<file path="config.mk">
export PLATFORM = sky130hd
export DESIGN_NAME = opl3_reg_write_arbiter
export DESIGN_NICKNAME = d
export VERILOG_FILES = /design/src/rtl/opl3_reg_write_arbiter.sv
export SDC_FILE = /design/constraint.sdc
export NUM_CORES = 1
export LEC_CHECK = 0
export CAP_MARGIN = 20
export CORE_AREA = 2 2 68 70
export CTS_CLUSTER_DIAMETER = 200
export DETAILED_ROUTE_END_ITERATION = 16
export DIE_AREA = 0 0 70 72
export PLACE_DENSITY = 0.87
export RECOVER_POWER = 25
export SLEW_MARGIN = 10
export SYNTH_ARGS = -nofsm -noshare
export SYNTH_HDL_FRONTEND = slang
export SYNTH_SLANG_ARGS = --single-unit
</file>
<file path="constraint.sdc">
create_clock -name clk -period 2.85 [get_ports clk]
set_input_delay 0.7125 -clock clk [delete_from_list [all_inputs] [get_ports clk]]
set_output_delay 0.7125 -clock clk [all_outputs]
set_load 0.03 [all_outputs]
</file>
<file path="src/rtl/opl3_reg_write_arbiter.sv">
`default_nettype none
// ============================================================================
// Module      : opl3_reg_write_arbiter
// Description : Round-robin arbiter that shares the OPL3 core register-write
//               bus between the AXI4-Lite host port and the playback
//               sequencer. Each accepted write is issued as a one-cycle
//               strobe, followed by a programmable idle gap so the core
//               has time to settle between writes.
//               Optional macro OPL3_WR_STATS_EN adds saturating per-source
//               write counters (host_wr_count / seq_wr_count).
// Revision    : 1.0 - initial release
// ============================================================================
module opl3_reg_write_arbiter #(
    parameter int GAP_CYCLES = 32,
    parameter int ADDR_W     = 8,
    parameter int DATA_W     = 8
) (
    input  logic              clk,
    input  logic              reset,
    input  logic              host_valid,
    output logic              host_ready,
    input  logic              host_bank,
    input  logic [ADDR_W-1:0] host_addr,
    input  logic [DATA_W-1:0] host_data,
    input  logic              seq_valid,
    output logic              seq_ready,
    input  logic              seq_bank,
    input  logic [ADDR_W-1:0] seq_addr,
    input  logic [DATA_W-1:0] seq_data,
    output logic              opl3_we,
    output logic              opl3_bank,
    output logic [ADDR_W-1:0] opl3_addr,
    output logic [DATA_W-1:0] opl3_data,
    output logic              busy,
    output logic              last_grant
`ifdef OPL3_WR_STATS_EN
    ,
    output logic [15:0]       host_wr_count,
    output logic [15:0]       seq_wr_count
`endif
);

    // Gap counter reload value; clamped so GAP_CYCLES=0 never wraps to 0xFFFF.
    localparam int          c_gap_load_int = (GAP_CYCLES > 0) ? (GAP_CYCLES - 1) : 0;
    localparam logic [15:0] c_gap_load     = c_gap_load_int[15:0];
    localparam logic        c_src_host     = 1'b0;
    localparam logic        c_src_seq      = 1'b1;

    typedef enum logic [1:0] {
        ST_IDLE  = 2'd0,
        ST_ISSUE = 2'd1,
        ST_GAP   = 2'd2
    } state_t;

    state_t              state_q, state_d;
    logic [15:0]         gap_cnt_q, gap_cnt_d;
    logic                rr_q, rr_d;
    logic                we_q, we_d;
    logic                bank_q, bank_d;
    logic [ADDR_W-1:0]   addr_q, addr_d;
    logic [DATA_W-1:0]   data_q, data_d;
    logic                last_grant_q, last_grant_d;
    logic                busy_q, busy_d;

    logic                host_gnt;
    logic                seq_gnt;
    logic                host_hs;
    logic                seq_hs;

    // Grant selection: only in IDLE and never while reset is asserted, so the
    // ready outputs drop the instant reset arrives.
    always_comb begin
        host_gnt = 1'b0;
        seq_gnt  = 1'b0;
        if ((state_q == ST_IDLE) && !reset) begin
            if (host_valid && (!seq_valid || (rr_q == c_src_host))) begin
                host_gnt = 1'b1;
            end else if (seq_valid) begin
                seq_gnt = 1'b1;
            end
        end
    end

    assign host_ready = host_gnt;
    assign seq_ready  = seq_gnt;
    assign host_hs    = host_valid & host_gnt;
    assign seq_hs     = seq_valid & seq_gnt;

    // Next-state logic for the IDLE -> ISSUE -> GAP sequence and output registers.
    always_comb begin
        state_d      = state_q;
        gap_cnt_d    = gap_cnt_q;
        rr_d         = rr_q;
        we_d         = 1'b0;
        bank_d       = bank_q;
        addr_d       = addr_q;
        data_d       = data_q;
        last_grant_d = last_grant_q;

        case (state_q)
            ST_IDLE: begin
                if (host_hs) begin
                    bank_d       = host_bank;
                    addr_d       = host_addr;
                    data_d       = host_data;
                    last_grant_d = c_src_host;
                    rr_d         = c_src_seq;
                    we_d         = 1'b1;
                    state_d      = ST_ISSUE;
                end else if (seq_hs) begin
                    bank_d       = seq_bank;
                    addr_d       = seq_addr;
                    data_d       = seq_data;
                    last_grant_d = c_src_seq;
                    rr_d         = c_src_host;
                    we_d         = 1'b1;
                    state_d      = ST_ISSUE;
                end
            end
            ST_ISSUE: begin
                if (GAP_CYCLES == 0) begin
                    state_d = ST_IDLE;
                end else begin
                    state_d   = ST_GAP;
                    gap_cnt_d = c_gap_load;
                end
            end
            ST_GAP: begin
                if (gap_cnt_q == 16'd0) begin
                    state_d = ST_IDLE;
                end else begin
                    gap_cnt_d = gap_cnt_q - 16'd1;
                end
            end
            default: begin
                state_d   = ST_IDLE;
                gap_cnt_d = 16'd0;
            end
        endcase

        busy_d = (state_d != ST_IDLE);
    end

    // State and registered outputs; reset abandons any strobe or pending gap.
    always_ff @(posedge clk or posedge reset) begin
        if (reset) begin
            state_q      <= ST_IDLE;
            gap_cnt_q    <= 16'd0;
            rr_q         <= c_src_host;
            we_q         <= 1'b0;
            bank_q       <= 1'b0;
            addr_q       <= '0;
            data_q       <= '0;
            last_grant_q <= 1'b0;
            busy_q       <= 1'b0;
        end else begin
            state_q      <= state_d;
            gap_cnt_q    <= gap_cnt_d;
            rr_q         <= rr_d;
            we_q         <= we_d;
            bank_q       <= bank_d;
            addr_q       <= addr_d;
            data_q       <= data_d;
            last_grant_q <= last_grant_d;
            busy_q       <= busy_d;
        end
    end

    assign opl3_we    = we_q;
    assign opl3_bank  = bank_q;
    assign opl3_addr  = addr_q;
    assign opl3_data  = data_q;
    assign busy       = busy_q;
    assign last_grant = last_grant_q;

`ifdef OPL3_WR_STATS_EN
    logic [15:0] host_wr_cnt_q, host_wr_cnt_d;
    logic [15:0] seq_wr_cnt_q, seq_wr_cnt_d;

    // Count issued writes per source; last_grant_q names the source during ISSUE.
    always_comb begin
        host_wr_cnt_d = host_wr_cnt_q;
        seq_wr_cnt_d  = seq_wr_cnt_q;
        if (state_q == ST_ISSUE) begin
            if ((last_grant_q == c_src_host) && (host_wr_cnt_q != 16'hFFFF)) begin
                host_wr_cnt_d = host_wr_cnt_q + 16'd1;
            end
            if ((last_grant_q == c_src_seq) && (seq_wr_cnt_q != 16'hFFFF)) begin
                seq_wr_cnt_d = seq_wr_cnt_q + 16'd1;
            end
        end
    end

    // Saturating statistics registers.
    always_ff @(posedge clk or posedge reset) begin
        if (reset) begin
            host_wr_cnt_q <= 16'd0;
            seq_wr_cnt_q  <= 16'd0;
        end else begin
            host_wr_cnt_q <= host_wr_cnt_d;
            seq_wr_cnt_q  <= seq_wr_cnt_d;
        end
    end

    assign host_wr_count = host_wr_cnt_q;
    assign seq_wr_count  = seq_wr_cnt_q;
`endif

endmodule
`default_nettype wire
</file>
==> run_results.csv <==
group,metric,value,unit
synthesis,synth_cells,209,
power,totalPowerFinal,3.20,mW
critical_path,critPathMaxFanout,3,
critical_path,cp_slowest_stage_delay,0.42,ns
synthesis,postSynthNetCount,253,
routing,vias_per_cell,5.59,
power,power_density,1160,nW/um^2
global_routing,global_route.usage.met2,40.2,%
sta,timing.slew.headroom,29.4,%
sta,finalClockSkew,0.00760,ns
global_routing,overflow,0,
floorplanning,std_cell_rows,24,
sta,hold_viol,0,
sta,postLayoutSetupSlackWorst,0.370,ns
clock_tree,cts_sink_count,39,
floorplanning,std_cell_core_area,4260,um^2
routing,drt-total-wl,5.23,mm
sta,final.hold.worst_slack,0.507,ns
synthesis,synth.top_cells.by_area,"dfrtp_1 49%, a21oi_1 4.5%, o21ai_0 4.0%",
clock_tree,cts_tree,"built",
floorplanning,ios,60,
critical_path,critical-path-top-delay-family,"buffers and inverters",
sta,final-setup-viol-count,0,
clock_tree,clockRootBuffer,"clkbuf_8",
power,p_leak,1.24,nW
clock_tree,cts_inserted_buffers,5,
synthesis,synth_top_area_cell,"dfrtp_1",
final_layout,layout-area-overhead-vs-synth,38.9,%
final_layout,insertedDiodeCount,0,
sta,part_of_the_cycle_the_worst_path_needs,87.0,%
routing,route.detailed.wl_per_inst,15.8,um
synthesis,synth_edf_count,0,
synthesis,synth_top_area_share,49.1,%
critical_path,critical_path_arrival,1.77,ns
global_routing,global_route.usage.total,22.3,%
clock_tree,number_of_hold_buffers_added_after_cts,0,
sta,maxSlewViolCount,0,
sta,minimum_clock_period,2.48,ns
global_routing,groute.layer.met1.usage,25.3,%
synthesis,async_reset_ff_share,100,%
global_routing,global_route.usage.met3,4.31,%
global_routing,grt_antenna_before_repair,0,
clock_tree,max_clock_buf_depth,2,
global_routing,grt_start_max_net_pins,24,
synthesis,synth_top_flop_cell,"dfrtp_1",
placement,buffer_ports.inserted,59,
sta,tns,0,ns
critical_path,critical-path-slowest-cell,"clkdlybuf4s50_1",
routing,remaining_drc_errors,0,
floorplanning,dieArea,5040,um^2
hold_path,hold_path_class,"flop to flop",
floorplanning,die_height,72,um
global_routing,grt_first_pass_wirelength,8.90,mm
placement,place_worst_setup_slack,0.377,ns
routing,drt_pass1_iterations,7,
synthesis,avgSynthCellArea,9.50,um^2
critical_path,cp-end-kind,"output port",
global_routing,number_of_global_route_vias_before_repair,1922,
synthesis,synthesis.area,1990,um^2
clock_tree,cts_setup_buffers,0,
power,power.ir.vdd_worst,550,uV
run,maxCapViolations,0,
synthesis,ys_seq_elements,39,
floorplanning,initial_core_util,46.6,%
clock_tree,h-tree-depth,2,
final_layout,finalInstanceArea,2760,um^2
critical_path,critPathBufInv,2,
placement,placedInstanceArea,2680,um^2
synthesis,ys_warn_count,0,
routing,drt-initial-drc-count,134,
sta,worst-slew-pin-transition,1.05,ns
clock_tree,clkTransAtPathRegs,0.07,ns
global_routing,grt-busiest-layer,"met2",
sta,maxClockFrequency,403,MHz
routing,detail-route-antenna-nets,0,
placement,gp_routability_congestion,0.896,
status,status,"finished clean",
final_layout,nets,321,
critical_path,crit_path_cell_trace,"clkdlybuf4s50_1, nor2b_1, nand2_1, a21oi_1, buf_4",
routing,routed-via-count,1846,
critical_path,critical_path.startpoint_type,"input pin",
floorplanning,die_w,70,um
clock_tree,clock_latency,0.30,ns
placement,dp_hpwl,3.92,mm
synthesis,seq_area_frac_synth,49.1,%
synthesis,synth.distinct_cells,37,
clock_tree,ctsResizeCount,0,
final_layout,drive_above_1_share,9.71,%
critical_path,timing.setup.critical_path_class,"input pin to output port",
critical_path,worstPathRequired,2.14,ns
sta,rsz0062_at_grt,"false",
cell families after synthesis:
kind of cell               after synthesis  synth area share (%)
AOI/OAI and AO/OA                       73                  23.0
and+or+nand+nor                         57                  15.9
DFF                                     39                  49.1
buffers and inverters                   29                  5.61
adders and majority gates                6                  3.78
muxes                                    5                  2.52
stage by stage:
stage	instances	util, %
6_report	330	64.7
4_1_cts	330	64.8
3_5_place_dp	322	62.8
5_1_grt	330	64.7
2_1_floorplan	209	-
3_3_place_gp	322	62.8
report_power, final:
part	leakage, nW	internal, mW	switching (mW)
Combinational	0.703	0.787	1.07
Clock	0.0477	0.167	0.195
Sequential	0.493	0.786	0.191
registers in the layout, summed over array words and instances, names as in the netlist:
signal,count
state_q,2
busy,1
opl3_data,8
opl3_bank,1
last_grant,1
opl3_addr,8
rr_q,1
gap_cnt_q,16
opl3_we,1
cells in the mapped netlist, types with 6 or more instances:
cell type,count
dfrtp_1,39
inv_1,20
a21oi_1,18
o21ai_0,16
nor2_1,15
nand2_1,14
a31oi_1,11
a222oi_1,7
nand3_1,7
clkbuf_1,6
ha_1,6
area by class of cell:
type	count	area [um^2]
clock buffer	5	68.8
clock inverter	3	15.0
fill	340	1510
inverter	21	78.8
multi-input combinational	141	898
sequential	39	976
tap	52	65.1
timing repair buffer	69	657
final timing paths:
| path | from | end | slack (ns) | cells after the start |
|---|---|---|---|---|
| hold reg to reg | gap_cnt_q[14] | gap_cnt_q[14] | 0.51 | 1 |
| max in group asynchronous | reset | gap_cnt_q[12] | 1.10 | 3 |
| min in group asynchronous | reset | opl3_data[6] | 0.81 | 2 |
| hold / removal | gap_cnt_q[14] | gap_cnt_q[14] | 0.51 | 1 |
| setup / recovery | reset | host_ready | 0.37 | 5 |
| setup reg to reg | gap_cnt_q[0] | gap_cnt_q[1] | 0.60 | 6 |
cells in the final DEF (no fill, tap or decap), drive strengths merged, types with 3 or more instances in the layout:
| cell type | netlist | routed |
|---|---|---|
| a21o | 4 | 4 |
| a21oi | 19 | 19 |
| a222oi | 7 | 7 |
| a31oi | 11 | 11 |
| buf | 2 | 11 |
| clkbuf | 6 | 6 |
| clkdlybuf4s50 | 0 | 57 |
| clkinv | 1 | 4 |
| dfrtp | 39 | 39 |
| ha | 6 | 6 |
| inv | 20 | 20 |
| mux2i | 5 | 5 |
| nand2 | 14 | 14 |
| nand3 | 7 | 7 |
| nor2 | 16 | 16 |
| nor3 | 4 | 4 |
| nor4 | 3 | 3 |
| o21a | 3 | 3 |
| o21ai | 19 | 19 |
| o22ai | 5 | 5 |
routing by layer:
metal	wire length [um]	share of wire (%)
met3	186	3.6
met4	148	2.8
met1	2180	42
met2	2720	52
met5	0	0
(Power assumes the default switching activity.)
